===== config.mk =====
export PLATFORM = sky130hd
export DESIGN_NAME = sd_rx_pack16_flat
export DESIGN_NICKNAME = d
export VERILOG_FILES = /design/src/rtl/sd_rx_pack16_if.sv /design/src/rtl/sd_rx_pack16.sv /design/src/flat_wrapper.sv
export SDC_FILE = /design/constraint.sdc
export NUM_CORES = 1
export LEC_CHECK = 0
export BUFFER_PORTS_ARGS = -buffer_cell sky130_fd_sc_hd__buf_2
export CORE_ASPECT_RATIO = 0.6
export CORE_MARGIN = 2
export CORE_UTILIZATION = 59
export CTS_CLUSTER_SIZE = 28
export DETAILED_ROUTE_END_ITERATION = 8
export GPL_TIMING_DRIVEN = 0
export HOLD_SLACK_MARGIN = 0.15
export PLACE_DENSITY = 0.84
export SETUP_SLACK_MARGIN = 0.1
export SLEW_MARGIN = 20
export SYNTH_ARGS = -nofsm -noshare
export SYNTH_HDL_FRONTEND = slang
export SYNTH_SLANG_ARGS = --single-unit
export TNS_END_PERCENT = 1

===== constraint.sdc =====
create_clock -name clk -period 6.2 [get_ports clk]
set_input_delay 0.93 -clock clk [delete_from_list [all_inputs] [get_ports clk]]
set_output_delay 0.93 -clock clk [all_outputs]
set_load 0.005 [all_outputs]

===== src/rtl/sd_rx_pack16_if.sv =====
// Byte-stream and RAM narrow-port signals shared by the packer and its environment.
interface sd_rx_pack16_if #(
  parameter int unsigned ADDR_W = 13
);
  logic              in_valid;
  logic [7:0]        in_data;
  logic              in_last;
  logic              in_ready;
  logic              mem_en;
  logic [1:0]        mem_we;
  logic [ADDR_W-1:0] mem_addr;
  logic [15:0]       mem_din;

  modport master (
    input  in_valid, in_data, in_last,
    output in_ready, mem_en, mem_we, mem_addr, mem_din
  );

  modport slave (
    output in_valid, in_data, in_last,
    input  in_ready, mem_en, mem_we, mem_addr, mem_din
  );
endinterface


===== src/rtl/sd_rx_pack16.sv =====
// Packs an accepted byte stream little-endian into halfwords and issues
// registered byte-enabled writes to the receive buffer narrow port.
module sd_rx_pack16 #(
  parameter int unsigned ADDR_W = 13,
  parameter int unsigned CNT_W  = 16
) (
  input  logic              clk,
  input  logic              rstn,
  input  logic              start,
  input  logic [ADDR_W-1:0] base_addr,
  input  logic [ADDR_W:0]   limit_hw,
  sd_rx_pack16_if.master    bus,
  output logic              busy,
  output logic              done,
  output logic              overflow,
  output logic [CNT_W-1:0]  byte_count
);

  typedef enum logic [1:0] {IDLE, LO, HI, FIN} state_t;

  state_t            state;
  logic [ADDR_W-1:0] base_q;
  logic [ADDR_W:0]   limit_q;
  logic [ADDR_W:0]   hw_idx;
  logic [7:0]        lo_reg;

  logic              accept;
  logic              wr_req;
  logic              wr_ok;
  logic [1:0]        wr_we;
  logic [15:0]       wr_data;
  logic [ADDR_W-1:0] wr_addr;

  assign bus.in_ready = (state == LO) || (state == HI);
  assign accept       = bus.in_valid && bus.in_ready;

  // A write is due on every high byte, or on a low byte that ends the frame.
  assign wr_req  = accept && ((state == HI) || bus.in_last);
  assign wr_ok   = hw_idx < limit_q;
  assign wr_we   = (state == HI) ? 2'b11 : 2'b01;
  assign wr_data = (state == HI) ? {bus.in_data, lo_reg} : {8'h00, bus.in_data};
  assign wr_addr = ADDR_W'(base_q + hw_idx[ADDR_W-1:0]);

  always_ff @(posedge clk) begin
    if (!rstn) begin
      state        <= IDLE;
      base_q       <= '0;
      limit_q      <= '0;
      hw_idx       <= '0;
      lo_reg       <= '0;
      busy         <= 1'b0;
      done         <= 1'b0;
      overflow     <= 1'b0;
      byte_count   <= '0;
      bus.mem_en   <= 1'b0;
      bus.mem_we   <= 2'b00;
      bus.mem_addr <= '0;
      bus.mem_din  <= 16'h0000;
    end else begin
      bus.mem_en   <= 1'b0;
      bus.mem_we   <= 2'b00;
      bus.mem_addr <= '0;
      bus.mem_din  <= 16'h0000;
      done         <= 1'b0;

      if (accept && (byte_count != {CNT_W{1'b1}})) begin
        byte_count <= CNT_W'(byte_count + 1'b1);
      end

      // hw_idx stops at the limit, so every later write is also suppressed.
      if (wr_req) begin
        if (wr_ok) begin
          bus.mem_en   <= 1'b1;
          bus.mem_we   <= wr_we;
          bus.mem_addr <= wr_addr;
          bus.mem_din  <= wr_data;
          hw_idx       <= (ADDR_W+1)'(hw_idx + 1'b1);
        end else begin
          overflow <= 1'b1;
        end
      end

      case (state)
        IDLE: begin
          if (start) begin
            base_q     <= base_addr;
            limit_q    <= limit_hw;
            hw_idx     <= '0;
            byte_count <= '0;
            overflow   <= 1'b0;
            busy       <= 1'b1;
            state      <= LO;
          end
        end
        LO: begin
          if (accept) begin
            lo_reg <= bus.in_data;
            state  <= bus.in_last ? FIN : HI;
          end
        end
        HI: begin
          if (accept) begin
            state <= bus.in_last ? FIN : LO;
          end
        end
        FIN: begin
          // First FIN cycle carries the final write; done follows it.
          if (!done) begin
            done <= 1'b1;
          end else begin
            busy  <= 1'b0;
            state <= IDLE;
          end
        end
        default: state <= IDLE;
      endcase
    end
  end

endmodule


===== src/flat_wrapper.sv =====
// flat-port wrapper written by rule: the top's interface ports become plain ports
module sd_rx_pack16_flat 
#(
  parameter int unsigned ADDR_W = 13,
  parameter int unsigned CNT_W  = 16
)
  (clk, rstn, start, base_addr, limit_hw, busy, done, overflow, byte_count, bus_in_valid, bus_in_data, bus_in_last, bus_in_ready, bus_mem_en, bus_mem_we, bus_mem_addr, bus_mem_din);
  sd_rx_pack16_if #(.ADDR_W(ADDR_W)) bus_i ();
  input  logic clk;
  input  logic rstn;
  input  logic start;
  input  logic [ADDR_W-1:0] base_addr;
  input  logic [ADDR_W:0] limit_hw;
  output logic busy;
  output logic done;
  output logic overflow;
  output logic [CNT_W-1:0] byte_count;
  input wire logic [$bits(bus_i.in_valid)-1:0] bus_in_valid;
  input wire logic [$bits(bus_i.in_data)-1:0] bus_in_data;
  input wire logic [$bits(bus_i.in_last)-1:0] bus_in_last;
  output wire logic [$bits(bus_i.in_ready)-1:0] bus_in_ready;
  output wire logic [$bits(bus_i.mem_en)-1:0] bus_mem_en;
  output wire logic [$bits(bus_i.mem_we)-1:0] bus_mem_we;
  output wire logic [$bits(bus_i.mem_addr)-1:0] bus_mem_addr;
  output wire logic [$bits(bus_i.mem_din)-1:0] bus_mem_din;
  assign bus_i.in_valid = bus_in_valid;
  assign bus_i.in_data = bus_in_data;
  assign bus_i.in_last = bus_in_last;
  assign bus_in_ready = bus_i.in_ready;
  assign bus_mem_en = bus_i.mem_en;
  assign bus_mem_we = bus_i.mem_we;
  assign bus_mem_addr = bus_i.mem_addr;
  assign bus_mem_din = bus_i.mem_din;
  sd_rx_pack16 #(.ADDR_W(ADDR_W), .CNT_W(CNT_W)) u_core (.clk(clk), .rstn(rstn), .start(start), .base_addr(base_addr), .limit_hw(limit_hw), .bus(bus_i), .busy(busy), .done(done), .overflow(overflow), .byte_count(byte_count));
endmodule

==> impl_metrics.py <==
metrics = {
    "synth": {
        "synthSimpleGateAreaFrac_pct": 22.4,
        "yosysTopAreaCell": "dfxtp_1",
        "yosys_warnings": 0,
        "synth-compound-area-share_pct": 16.2,
        "syn_area_sq_um": 4740,
        "synthArstFlopShare_pct": 0,
        "synth.avg_cell_area_sq_um": 8.59,
        "synth.area.top_cells": "dfxtp_1, ha_1, nand2_1",
        "synth_top_flop_cell": "dfxtp_1",
        "synth-seq-cells": 102,
        "postSynthCellCount": 551,
        "synth_cell_types": 54,
        "synth_top_family_by_area": "simple AND/OR/NAND/NOR gates",
        "synthMuxAreaShare_pct": 1.90,
        "synth_xor_area_share_pct": 3.51,
        "synth_top_cell_area_share_pct": 43.1,
        "synthAdderAreaFrac_pct": 8.88,
        "synth_edf_count": 0,
        "ys_seq_area_share_pct": 43.1,
        "synth_nets": 624,
    },
    "global_routing": {
        "grt_first_pass_wirelength_um": 18700,
        "grt_max_degree": 20,
        "grt_pass1_vias": 4067,
        "overflow": 0,
        "antenna_found_initial": 0,
        "grt_usage_pct": 26.9,
    },
    "sta": {
        "setup_violations": 0,
        "fmax_mhz": 399,
        "setup_slack_ns": 3.70,
        "grt_setup_unrepaired": "no",
        "worst_slew_pin_slew_ns": 0.814,
        "hold_viol_final": 0,
        "setup_tns_ns": 0,
        "skew_ns": 0.00690,
        "timing.final.crit_share_pct": 40.4,
        "min_period_ns": 2.50,
        "report.final.slew_viol_count": 0,
        "slew_headroom_pct": 45.5,
    },
    "clock_tree": {
        "cts.root.buffer_cell": "clkbuf_16",
        "cts.hold.buffers_added": 0,
        "clock_path_buffers": 2,
        "htreeDepth": 3,
        "cts_setup_buffers": 0,
        "cts.reportedPaths.clkPinSlew_ns": 0.07,
        "cts_made_buffers": 9,
        "clk_latency_ns": 0.35,
        "cts.sinks": 102,
        "ctsResizeCount": 0,
        "cts_tree": "built",
    },
    "critical_path": {
        "worstSetupStartpointType": "flip-flop",
        "cp_max_fo": 6,
        "r2r_end": "u_core.bus.mem_addr[12]",
        "crit_type": "reg2reg",
        "reg2reg_from": "u_core.hw_idx[0]",
        "cpPeakStageDelay_ns": 0.42,
        "slowest_stage": "dfxtp_1",
        "worstPathBufferInverterCount": 1,
        "critPathCaptureType": "flip-flop",
        "crit_top_cell": "o31a_1",
        "cp_cell_sequence": "ha_1, inv_1, fa_1, nor2b_1, o31a_1, o21ai_0, and2_1, o31a_1, a2111oi_2",
        "r2r_cells": 9,
        "rrSetupSlack_ns": 3.70,
        "crit_required_ns": 6.45,
        "cp_top_family": "compound AO/OA/AOI/OAI gates",
        "cp.arrival_ns": 2.75,
    },
    "power_and_ir_drop": {
        "irDropWorstVdd_mv": 0.213,
        "p_clk_share_pct": 31.7,
        "p_switching_uw": 610,
        "p_int_mw": 1.16,
        "finalPower_mw": 1.77,
        "switching_share_pct": 34.4,
        "seqPwrFrac_pct": 42.4,
        "powerDensity_nw_per_um2": 315,
        "p_comb_share_pct": 25.9,
        "leakagePower_nw": 2.43,
    },
    "run": {
        "cap_viol_max_count": 0,
    },
    "status": {
        "outcome": "completed",
    },
    "placement": {
        "place.gp.congestion": 0.929,
        "dpl_cell_area_sq_um": 5330,
        "portBuffers": 91,
        "pre_cts_ws_ns": 3.61,
        "hpwl_um": 8560,
    },
    "floorplan": {
        "start_util_pct": 60.6,
        "core_sq_um": 7820,
        "design.die.area_sq_um": 8780,
        "rows": 25,
        "die_w_um": 120,
        "pin_count": 92,
        "die_h_um": 73.4,
    },
    "routing": {
        "remaining_drc_errors": 0,
        "wl_um": 11600,
        "wl_per_cell_um": 15.1,
        "ant_nets": 0,
        "vias": 4319,
        "drt_first_pass_iters": 4,
        "viasPerCell": 5.64,
        "first_iter_violations": 245,
    },
    "layout": {
        "drive_above_1_share_pct": 18.5,
        "top_regs": "u_core.bus.mem_din (16), u_core.byte_count (16)",
        "syn2layout_area_growth_pct": 18.8,
        "fin_nets": 726,
        "fillers": 633,
        "antenna_cells": 0,
        "final_area_sq_um": 5630,
    },
    "worst_hold_path": {
        "hold_class": "reg2reg",
        "hold_end": "u_core.limit_q[5]",
        "whs_path_depth": 2,
        "worstHoldStart": "u_core.limit_q[5]",
    },
}
stage by stage:
step | instances | hold WS, ns | utilization [%]
after floorplan | 551 | 0.432 | -
after global placement | 750 | 0.442 | 68.1
after detailed placement | 750 | 0.449 | 68.1
after CTS | 766 | 0.459 | 72.0
after global routing | 766 | 0.477 | 72.0
final | 766 | 0.456 | 72.0
worst reg2reg max path: cells and delay by family, from the launching register on:
kind            cells  cell delay (ns)
buf+inv             1             0.06
simple gates        2             0.43
compound gates      4             0.87
flops               1             0.42
fa+ha+maj           2             0.62
kinds of logic after synthesis:
group | count (synthesis)
adders and majority gates | 33
and+or+nand+nor | 219
xor gates and xnor gates | 19
muxes | 9
AOI/OAI and AO/OA | 122
DFF | 102
buffers and inverters | 47
cell type report:
cell class | instances | area (sq um) | area share (%)
inverters | 26 | 97.6 | 1.73
multi-input cells | 402 | 2500 | 44.5
clock buffers | 10 | 239 | 4.25
plain buffers | 21 | 91.3 | 1.62
repair buffers | 91 | 455 | 8.09
flip-flops and latches | 102 | 2040 | 36.3
well taps | 108 | 135 | 2.40
clock inverters | 6 | 61.3 | 1.09
power by group through the flow:
stage	sequential (mW)	clock (mW)	combinational, mW
floorplan	0.755	0	0.318
global placement	0.760	0	0.430
detailed placement	0.764	0	0.448
CTS	0.750	0.568	0.453
global route	0.756	0.591	0.509
finish	0.751	0.562	0.459
worst max path at each step:
stage	from	to	slack (ns)	cells after the start
after global routing	u_core.hw_idx[0]	u_core.bus.mem_addr[12]	3.48	9
after detailed placement	start	u_core.byte_count[1]	3.61	6
after floorplan	u_core.hw_idx[11]	u_core.bus.mem_addr[9]	3.97	8
after CTS	u_core.hw_idx[0]	u_core.bus.mem_addr[12]	3.71	9
after global placement	start	u_core.byte_count[14]	3.66	6
final	u_core.hw_idx[0]	u_core.bus.mem_addr[12]	3.70	9
per-layer routing:
layer	share of wire (%)	wire, um	track usage [%]
met3	6.8	785	7.30
met2	46	5260	44.3
met4	0.84	97	6.67
met5	0	0	0
met1	47	5410	35.8
synthesized netlist by cell type, types with 2 or more instances:
cell type / count
a21o_1: 5
xor2_1: 9
o2111ai_1: 2
inv_1: 25
o21bai_1: 3
ha_1: 32
and4_1: 5
nand2b_1: 2
nor4b_1: 2
or4_1: 5
or3_1: 7
dfxtp_1: 102
buf_2: 4
clkbuf_1: 12
nor3_1: 11
o31ai_1: 6
o211ai_1: 5
nand2_1: 88
o31a_1: 3
nand3_1: 17
buf_1: 4
nor4_1: 2
and2_1: 8
xnor2_1: 10
mux2i_1: 9
o21ai_0: 16
and3_1: 12
a21oi_1: 60
nand4_1: 8
o21a_1: 3
nor2_1: 42
a211o_1: 2
nor2b_1: 5
a211oi_1: 5
placed cells by master, fill, tap and decap left out, types with 6 or more instances in the layout:
master     count
or3_1          7
clkbuf_1      12
and2_1         8
ha_1          32
and3_1        12
nor2_1        42
mux2i_1        9
nand2_1       88
nor3_1        11
buf_2         95
xor2_1         9
a21oi_1       60
nand4_1        8
nand3_1       17
xnor2_1       10
inv_1         25
o31ai_1        6
o21ai_0       16
dfxtp_1      102
clkbuf_16      9
Note: power is estimated with default switching activity, not from simulation.
